===== src/rtl/if_prefetch_queue_if.sv =====
// ----------------------------------------------------------------------------
// if_prefetch_queue_if
// Purpose : groups the branch-redirect, instruction-memory and ID-side
//           handshake signals of the prefetch queue into one bundle.
// Signals :
//   br_taken / br_addr            EX redirect into the queue
//   imem_req_valid/ready, addr    in-order read request toward memory
//   imem_rsp_valid, rsp_data      in-order read data from memory
//   out_valid/ready, inst, pc     head entry toward ID (pc = address + 4)
// Modports:
//   master : the prefetch queue itself
//   slave  : the environment (EX, memory and ID sides)
// ----------------------------------------------------------------------------
interface if_prefetch_queue_if #(
  parameter int DATA_W = 32,
  parameter int ADDR_W = 32
);
  logic              br_taken;
  logic [ADDR_W-1:0] br_addr;
  logic              imem_req_valid;
  logic              imem_req_ready;
  logic [ADDR_W-1:0] imem_addr;
  logic              imem_rsp_valid;
  logic [DATA_W-1:0] imem_rsp_data;
  logic              out_valid;
  logic              out_ready;
  logic [DATA_W-1:0] out_inst;
  logic [ADDR_W-1:0] out_pc;

  modport master (
    input  br_taken, br_addr,
    output imem_req_valid, imem_addr,
    input  imem_req_ready, imem_rsp_valid, imem_rsp_data,
    output out_valid, out_inst, out_pc,
    input  out_ready
  );

  modport slave (
    output br_taken, br_addr,
    input  imem_req_valid, imem_addr,
    output imem_req_ready, imem_rsp_valid, imem_rsp_data,
    input  out_valid, out_inst, out_pc,
    output out_ready
  );
endinterface


===== src/rtl/if_prefetch_queue.sv =====
// ----------------------------------------------------------------------------
// if_prefetch_queue
// Purpose : instruction prefetch queue between a variable-latency memory port
//           and the ID stage. Issues in-order reads under a credit limit of
//           DEPTH (stored + live + stale reads), buffers returned instructions
//           with their PC+4, and flushes/squashes everything on a taken branch.
// Ports   :
//   clk   pipeline clock, rising edge
//   rst   asynchronous reset, active-high (memory shares it)
//   bus   if_prefetch_queue_if.master (redirect, memory and ID handshakes)
//   stat_squash_cnt  [15:0] saturating squashed-instruction count
//                    (present only when PFQ_STATS_EN is defined)
// Optional feature macro: PFQ_STATS_EN
// ----------------------------------------------------------------------------
module if_prefetch_queue #(
  parameter int                DATA_W   = 32,
  parameter int                ADDR_W   = 32,
  parameter int                DEPTH    = 4,
  parameter logic [ADDR_W-1:0] RESET_PC = '0
) (
  input  logic                   clk,
  input  logic                   rst,
  if_prefetch_queue_if.master    bus
`ifdef PFQ_STATS_EN
  ,
  output logic [15:0]            stat_squash_cnt
`endif
);

  localparam int PW = $clog2(DEPTH);
  localparam int CW = PW + 1;
  // Credit sum needs two extra bits: three CW-bit counters added together.
  localparam int SW = CW + 2;
  localparam logic [ADDR_W-1:0] PC_STEP = ADDR_W'(3'd4);

  logic [ADDR_W-1:0] r_fetch_pc;
  logic [ADDR_W-1:0] r_rsp_pc;
  logic [CW-1:0]     r_count;
  logic [CW-1:0]     r_inflight;
  logic [CW-1:0]     r_drop;
  logic [PW-1:0]     r_head;
  logic [PW-1:0]     r_tail;
  logic [DATA_W-1:0] r_mem_inst [DEPTH];
  logic [ADDR_W-1:0] r_mem_pc   [DEPTH];

  logic [SW-1:0]     w_credit_used;
  logic              w_pending;
  logic              w_rsp_ok;
  logic              w_req_valid;
  logic              w_fire;
  logic              w_drop_rsp;
  logic              w_push;
  logic              w_pop;

  assign w_credit_used = SW'(r_count) + SW'(r_inflight) + SW'(r_drop);
  assign w_pending     = (r_inflight != '0) || (r_drop != '0);
  // A response with nothing outstanding is illegal; it is simply ignored.
  assign w_rsp_ok      = bus.imem_rsp_valid && w_pending;
  assign w_req_valid   = !rst && !bus.br_taken && (w_credit_used < SW'(DEPTH));
  assign w_fire        = w_req_valid && bus.imem_req_ready;
  // Stale reads are always older than live ones, so they are retired first.
  assign w_drop_rsp    = w_rsp_ok && (r_drop != '0);
  assign w_push        = w_rsp_ok && (r_drop == '0);
  assign w_pop         = (r_count != '0) && bus.out_ready;

  assign bus.imem_req_valid = w_req_valid;
  assign bus.imem_addr      = r_fetch_pc;
  assign bus.out_valid      = (r_count != '0);
  assign bus.out_inst       = r_mem_inst[r_head];
  assign bus.out_pc         = r_mem_pc[r_head];

  // Control state: fetch/response PCs, counters and queue pointers.
  always_ff @(posedge clk or posedge rst) begin
    if (rst) begin
      r_fetch_pc <= RESET_PC;
      r_rsp_pc   <= RESET_PC;
      r_count    <= '0;
      r_inflight <= '0;
      r_drop     <= '0;
      r_head     <= '0;
      r_tail     <= '0;
    end else if (bus.br_taken) begin
      // Live reads become stale; a response arriving now retires one of them.
      r_count    <= '0;
      r_head     <= '0;
      r_tail     <= '0;
      r_inflight <= '0;
      r_drop     <= r_drop + r_inflight - CW'(w_rsp_ok);
      r_fetch_pc <= bus.br_addr;
      r_rsp_pc   <= bus.br_addr;
    end else begin
      if (w_fire) begin
        r_fetch_pc <= r_fetch_pc + PC_STEP;
      end
      r_inflight <= r_inflight + CW'(w_fire) - CW'(w_push);
      if (w_drop_rsp) begin
        r_drop <= r_drop - CW'(1'b1);
      end
      if (w_push) begin
        r_tail   <= r_tail + PW'(1'b1);
        r_rsp_pc <= r_rsp_pc + PC_STEP;
      end
      if (w_pop) begin
        r_head <= r_head + PW'(1'b1);
      end
      r_count <= r_count + CW'(w_push) - CW'(w_pop);
    end
  end

  // Entry storage: instruction plus its PC+4, written at the tail.
  always_ff @(posedge clk or posedge rst) begin
    if (rst) begin
      for (int i = 0; i < DEPTH; i++) begin
        r_mem_inst[i] <= '0;
        r_mem_pc[i]   <= '0;
      end
    end else if (w_push && !bus.br_taken) begin
      r_mem_inst[r_tail] <= bus.imem_rsp_data;
      r_mem_pc[r_tail]   <= r_rsp_pc + PC_STEP;
    end
  end

`ifdef PFQ_STATS_EN
  logic [15:0] r_squash_cnt;
  logic [CW:0] w_squash_inc;
  logic [16:0] w_squash_sum;

  // Squashed this cycle: flushed entries (+ a response killed by the flush),
  // or one stale response discarded.
  always_comb begin
    w_squash_inc = '0;
    if (bus.br_taken) begin
      w_squash_inc = {1'b0, r_count} + (CW+1)'(w_rsp_ok);
    end else if (w_drop_rsp) begin
      w_squash_inc = (CW+1)'(1'b1);
    end else begin
      w_squash_inc = '0;
    end
    w_squash_sum = {1'b0, r_squash_cnt} + 17'(w_squash_inc);
  end

  // Saturating squash counter.
  always_ff @(posedge clk or posedge rst) begin
    if (rst) begin
      r_squash_cnt <= 16'h0000;
    end else if (w_squash_sum[16]) begin
      r_squash_cnt <= 16'hFFFF;
    end else begin
      r_squash_cnt <= w_squash_sum[15:0];
    end
  end

  assign stat_squash_cnt = r_squash_cnt;
`endif

  if_prefetch_queue_chk u_chk (
    .clk        (clk),
    .rst        (rst),
    .i_rsp_valid(bus.imem_rsp_valid),
    .i_pending  (w_pending)
  );

endmodule

// Protocol checker: memory must not return data with no read outstanding.
module if_prefetch_queue_chk (
  input logic clk,
  input logic rst,
  input logic i_rsp_valid,
  input logic i_pending
);
  // Check every clock outside reset for an unsolicited response.
  always_ff @(posedge clk) begin
    if (!rst) begin
      assert (!(i_rsp_valid && !i_pending))
        else $error("if_prefetch_queue: response with no outstanding read");
    end
  end
endmodule

===== src/flat_wrapper.sv =====
// flat-port wrapper written by rule: the top's interface ports become plain ports
module if_prefetch_queue_flat 
#(
  parameter int                DATA_W   = 32,
  parameter int                ADDR_W   = 32,
  parameter int                DEPTH    = 4,
  parameter logic [ADDR_W-1:0] RESET_PC = '0
)
  (clk, rst, bus_br_taken, bus_br_addr, bus_imem_req_valid, bus_imem_addr, bus_imem_req_ready, bus_imem_rsp_valid, bus_imem_rsp_data, bus_out_valid, bus_out_inst, bus_out_pc, bus_out_ready);
  if_prefetch_queue_if #(.DATA_W(DATA_W), .ADDR_W(ADDR_W)) bus_i ();
  input  logic clk;
  input  logic rst;
  input wire logic [$bits(bus_i.br_taken)-1:0] bus_br_taken;
  input wire logic [$bits(bus_i.br_addr)-1:0] bus_br_addr;
  output wire logic [$bits(bus_i.imem_req_valid)-1:0] bus_imem_req_valid;
  output wire logic [$bits(bus_i.imem_addr)-1:0] bus_imem_addr;
  input wire logic [$bits(bus_i.imem_req_ready)-1:0] bus_imem_req_ready;
  input wire logic [$bits(bus_i.imem_rsp_valid)-1:0] bus_imem_rsp_valid;
  input wire logic [$bits(bus_i.imem_rsp_data)-1:0] bus_imem_rsp_data;
  output wire logic [$bits(bus_i.out_valid)-1:0] bus_out_valid;
  output wire logic [$bits(bus_i.out_inst)-1:0] bus_out_inst;
  output wire logic [$bits(bus_i.out_pc)-1:0] bus_out_pc;
  input wire logic [$bits(bus_i.out_ready)-1:0] bus_out_ready;
  assign bus_i.br_taken = bus_br_taken;
  assign bus_i.br_addr = bus_br_addr;
  assign bus_imem_req_valid = bus_i.imem_req_valid;
  assign bus_imem_addr = bus_i.imem_addr;
  assign bus_i.imem_req_ready = bus_imem_req_ready;
  assign bus_i.imem_rsp_valid = bus_imem_rsp_valid;
  assign bus_i.imem_rsp_data = bus_imem_rsp_data;
  assign bus_out_valid = bus_i.out_valid;
  assign bus_out_inst = bus_i.out_inst;
  assign bus_out_pc = bus_i.out_pc;
  assign bus_i.out_ready = bus_out_ready;
  if_prefetch_queue #(.DATA_W(DATA_W), .ADDR_W(ADDR_W), .DEPTH(DEPTH), .RESET_PC(RESET_PC)) u_core (.clk(clk), .rst(rst), .bus(bus_i));
endmodule

===== config.mk =====
export PLATFORM = sky130hd
export DESIGN_NAME = if_prefetch_queue_flat
export DESIGN_NICKNAME = d
export VERILOG_FILES = /design/src/rtl/if_prefetch_queue_if.sv /design/src/rtl/if_prefetch_queue.sv /design/src/flat_wrapper.sv
export SDC_FILE = /design/constraint.sdc
export NUM_CORES = 1
export LEC_CHECK = 0
export BUFFER_PORTS_ARGS = -buffer_cell sky130_fd_sc_hd__buf_2
export CORE_ASPECT_RATIO = 0.5
export CORE_UTILIZATION = 25
export DETAILED_ROUTE_END_ITERATION = 12
export PLACE_DENSITY = 0.47
export SYNTH_ARGS = -nofsm -noshare
export SYNTH_HDL_FRONTEND = slang
export SYNTH_HIERARCHICAL = 1
export SYNTH_SLANG_ARGS = --single-unit
export TNS_END_PERCENT = 5

===== constraint.sdc =====
create_clock -name clk -period 9.23 [get_ports clk]
set_input_delay 0.4615 -clock clk [delete_from_list [all_inputs] [get_ports clk]]
set_output_delay 0.4615 -clock clk [all_outputs]
set_load 0.1 [all_outputs]

; Word-level counts from Yosys, hierarchy flattened
; Cells that the tools add are included.
[word_totals]
register_bits = 333
[op_classes]
n_addsub = 13
bitwise_logic = 2
n_lt_le_gt_ge = 4
n_reduce_logical = 20
n_mux = 22
[ops]
columns = op, count
row1 = $mux 32, 9
row2 = $bwmux 128, 2
row3 = $bmux 32 s2, 2
row4 = $add 32x3->32 const B, 2
row5 = $demux 32 s2, 1
row6 = $mux 3, 4
row7 = $logic_and 1x1->1, 9
row8 = $reduce_bool 3->1, 3
row9 = $sub 3x1->3, 3
row10 = $mux 2, 4
row11 = $reduce_bool 2->1, 4
row12 = $add 3x1->3, 2
row13 = $ge 3x3->1 const B, 2
row14 = $not 2->3, 2
row15 = $add 5x3->5, 1
row16 = $lt 5x3->1 const B, 1
row17 = $add 2x1->2 const B, 2
row18 = $add 3x3->4, 1
row19 = $add 3x3->3, 1
row20 = $logic_not 3->1, 1
row21 = $lt 3x1->1 const B, 1
row22 = $sub 3x1->3 const B, 1
row23 = $logic_not 1->1, 2
row24 = $logic_or 1x1->1, 1

; Longest topological paths before layout
[depth]
depth_word = 8
mapped_depth = 16

; Least setup slack after synthesis
; No wires, ideal clock.
[synth_path]
kind = register -> output
from = register u_core.r_inflight[1]
to = output port bus_imem_req_valid
arrival_time_ps = 3172
required_time_ps = 8769
stages_incl_launch_ff = 8
path_buffers = 0
path_slack_ps = 5596
cell_sequence = dfrtp_1 inv_1 fa_1 nor2_1 fa_1 nor3_4 o21ai_0 nor2_1
[synth_via]
elab_chain_len = 4
[synth_lines]
columns = element, line
row1 = "start, declared", if_prefetch_queue.sv:39  ; logic [CW-1:0] r_inflight;
row2 = "start signal, assigned", if_prefetch_queue.sv:95  ; r_inflight <= r_inflight + CW'(w_fire) - CW'(w_push);
row3 = $add 3x3->4, if_prefetch_queue.sv:55  ; assign w_credit_used = SW'(r_count) + SW'(r_inflight) + SW'(r_drop);
row4 = $add 5x3->5, if_prefetch_queue.sv:55
row5 = $lt 5x3->1, if_prefetch_queue.sv:59  ; assign w_req_valid = !rst && !bus.br_taken && (w_credit_used < SW'(DEPTH));
row6 = $logic_and 1x1->1, if_prefetch_queue.sv:59
row7 = "end, declared", flat_wrapper.sv:15  ; output wire logic [$bits(bus_i.imem_req_valid)-1:0] bus_imem_req_valid;
; Every way passes these cells.

; Worst setup path in the final report
[layout_path]
from = register u_core.r_inflight[1]
to = register u_core.r_inflight[2]
[layout_via]
elab_chain_len = 8
[layout_lines]
columns = element, line
row1 = $add 3x3->4, if_prefetch_queue.sv:55
row2 = $add 5x3->5, if_prefetch_queue.sv:55
row3 = $lt 5x3->1, if_prefetch_queue.sv:59
row4 = $logic_and 1x1->1, if_prefetch_queue.sv:59
row5 = $logic_and 1x1->1, if_prefetch_queue.sv:60  ; assign w_fire = w_req_valid && bus.imem_req_ready;
row6 = $add 3x1->3, if_prefetch_queue.sv:95
row7 = $sub 3x1->3 (*), if_prefetch_queue.sv:95
row8 = $mux 3 (*), if_prefetch_queue.sv:82  ; end else if (bus.br_taken) begin
; Mark *: on every way between the ends. The rest lies on a longest branch, timed or not.
; A chain may end at the register's enable or synchronous reset.

==> results.py <==
metrics = {
    "global_routing": {
        "grt_max_degree": 121,
        "grt_pass1_vias": 11000,
        "grt_first_pass_wirelength_mm": 66.5,
        "grt_usage": 0.130,
        "antenna_found_initial": 0,
        "gr-total-overflow": 0,
    },
    "sta": {
        "hold_viol": 0,
        "fin_tns_setup_ns": 0,
        "whs_ns": 0.0504,
        "relSlewSlack": 0.375,
        "rsz0062_at_grt": "no",
        "layout_min_cycle_time_ns": 4.25,
        "max_freq_mhz": 235,
        "setup_viol": 0,
        "tightestPinTransition_ns": 0.938,
        "skew_ns": 0.0292,
        "fin_crit_sh": 0.461,
        "maxSlewViolCount": 0,
    },
    "drt": {
        "num_vias": 10700,
        "vias_per_cell": 4.57,
        "firstDrtPassIters": 9,
        "drt_iter0_drc": 685,
        "wl_per_cell_um": 17.8,
        "ant_nets": 0,
        "drt-total-wl_mm": 41.6,
        "drc": 2,
    },
    "min_path": {
        "hp-class": "primary input to async pin",
    },
    "clocking": {
        "postCtsSetupBuffers": 0,
        "cts_hold_buf": 0,
        "cts_resized": 0,
        "cts_root_buffer": "clkbuf_16",
        "clk_latency_ns": 0.54,
        "cts.path.max_buffers": 3,
        "cts_tree": "done",
        "htreeDepth": 2,
        "cts.sinks": 333,
        "path_clk_slew_ns": 0.07,
        "cts_made_buffers": 37,
    },
    "die": {
        "initial_utilization": 0.253,
        "die_h_um": 181,
        "io_pins": 168,
        "die_area_um2": 64800,
        "row_count": 65,
        "coreArea_um2": 63000,
        "die_w_um": 359,
    },
    "run_status": {
        "violations": "design-rule violations",
        "status": "finished, violations left",
    },
    "synth": {
        "yosysSeqAreaShare": 0.523,
        "ys.flop_type": "dfrtp_1",
        "ys_warn_count": 6,
        "syn_nets": 1429,
        "async_flop_share": 1.00,
        "yosys-top-cells-area": "dfrtp_1 (52%), mux2_2 (9.4%), mux4_2 (9.0%), o21ai_0 (4.8%), nand2_1 (4.6%)",
        "synthCells": 1336,
        "avgSynthCellArea_um2": 11.9,
        "netlist_area_um2": 15900,
        "synthDistinctLibCells": 67,
        "synth.top_cell.area_share": 0.523,
        "ys_ff_latch": 333,
        "synth_edf_count": 0,
        "synth_top_cell_by_area": "dfrtp_1",
    },
    "placed_design": {
        "dp_hpwl_mm": 27.3,
        "gp_congestion": 0.817,
        "portBuffers": 167,
    },
    "worst_setup_path": {
        "cp.required_ns": 9.62,
        "timing.rr.start": "u_core/r_inflight[1]",
        "reg2reg_slack_ns": 4.98,
        "worstSetupPathType": "flop to flop",
        "crit_path_start_kind": "flop",
        "reg2reg_to": "u_core/r_inflight[2]",
        "path_max_fanout": 35,
        "crit_arrival_ns": 4.65,
        "rr_worst_depth": 16,
        "endpoint_kind": "flop",
    },
    "cells_and_area": {
        "nFillCells": 6497,
        "area_growth_pct": 17.7,
        "post-route-util": 0.298,
        "final_cell_mix": "dfrtp_1 (331), nand2_1 (192), buf_2 (167)",
        "final_common_cell": "dfrtp_1",
        "drive_gt1_frac": 0.313,
        "fin_nets": 1566,
        "antenna_cells": 0,
    },
    "pwr": {
        "power.leakage_nw": 8.58,
        "vdd_drop_max_mv": 0.0972,
        "power_density_nw_per_um2": 274,
        "p_total_w": 0.00514,
    },
    "flow_run": {
        "max-cap-violations": 0,
    },
}
==> sequential cells by signal, indices dropped and copies added (netlist names) <==
name	count
u_core/r_mem_pc	128
u_core/r_tail	2
u_core/r_count	3
u_core/bus.imem_addr	32
u_core/r_drop	3
u_core/r_head	2
u_core/r_rsp_pc	32
u_core/r_mem_inst	128
u_core/r_inflight	3
==> metrics by stage <==
step	setup WS [ns]	cell area, um^2	cells
2_1_floorplan	4.32	15900	1336
3_3_place_gp	4.97	17600	2271
3_5_place_dp	5.02	17600	2271
4_1_cts	5.00	18800	2331
5_1_grt	4.68	18800	2331
6_report	4.98	18800	2331
==> critical path, cell delays in order, from the launching register on <==
cell	delay, ns
dfrtp_1	0.46
inv_1	0.12
fa_1	0.62
nor2_1	0.09
fa_1	0.43
nor3b_2	0.20
o211ai_2	0.27
nor2_2	0.05
buf_4	0.22
inv_2	0.48
ha_1	0.34
inv_1	0.05
ha_1	0.12
inv_1	0.04
fa_1	0.37
xnor2_1	0.16
nor2_1	0.05
==> how the worst max path moves through the flow <==
stage | startpoint | endpoint | depth (start not counted)
after CTS | u_core/r_inflight[1] | u_core/r_inflight[2] | 16
after global routing | u_core/r_inflight[1] | u_core/r_inflight[2] | 16
final | u_core/r_inflight[1] | u_core/r_inflight[2] | 16
after detailed placement | u_core/r_inflight[1] | u_core/r_inflight[2] | 16
after global placement | u_core/r_inflight[1] | u_core/r_inflight[2] | 16
after floorplan | rst | u_core/bus.imem_addr[0] | 1
==> layer usage <==
layer,share of wire,vias up,global-route usage,routed length (um)
met3,0.034,69,0.0237,1420
met1,0.45,5388,0.169,18700
li1,-,5062,-,-
met4,0.031,0,0.0436,1300
met2,0.49,140,0.217,20200
met5,0,-,0,0
==> synth_stat cells (all sizes together), types with 3 or more instances <==
cell / n
dfrtp: 333
nand2: 196
o21ai: 168
mux2: 133
mux4: 64
buf: 54
xor2: 39
inv: 38
nand4: 33
nand3: 30
clkbuf: 29
xnor2: 28
nor2: 27
a21o: 17
ha: 17
a21oi: 15
nor3: 15
nor4: 13
and2: 10
and4: 9
o211ai: 8
fa: 6
o31ai: 6
and3: 5
o311ai: 5
or3: 5
a211o: 4
nor2b: 4
o31a: 4
a221o: 3
==> where the power goes <==
group          internal, W  switching, W
sequential         0.00162      0.000175
combinational     0.000477       0.00139
clock             0.000871      0.000611
==> cell families (layout without fill, tap and decap cells) <==
| family | count (synthesis) | after routing | share of synthesized area |
|---|---|---|---|
| AND/OR/NAND/NOR | 356 | 356 | 0.112 |
| XOR/XNOR | 67 | 67 | 0.0368 |
| multiplexers | 199 | 199 | 0.186 |
| adder cells (fa/ha/maj) | 23 | 23 | 0.0209 |
| buffers and inverters | 121 | 279 | 0.0349 |
| AO/OA/AOI/OAI | 237 | 237 | 0.0867 |
| flip-flops | 333 | 333 | 0.523 |
==> final cells by class <==
class                           count  area, um^2  share of cell area
Clock buffer                       48        1030              0.0548
Inverter                           38         146             0.00781
Sequential cell                   333        8340               0.445
Multi-Input combinational cell    882        7080               0.377
Timing Repair Buffer              181         953              0.0508
Clock inverter                     12         161             0.00861
Tap cell                          837        1050              0.0558
No activity file was read; power rests on OpenSTA's default activity.
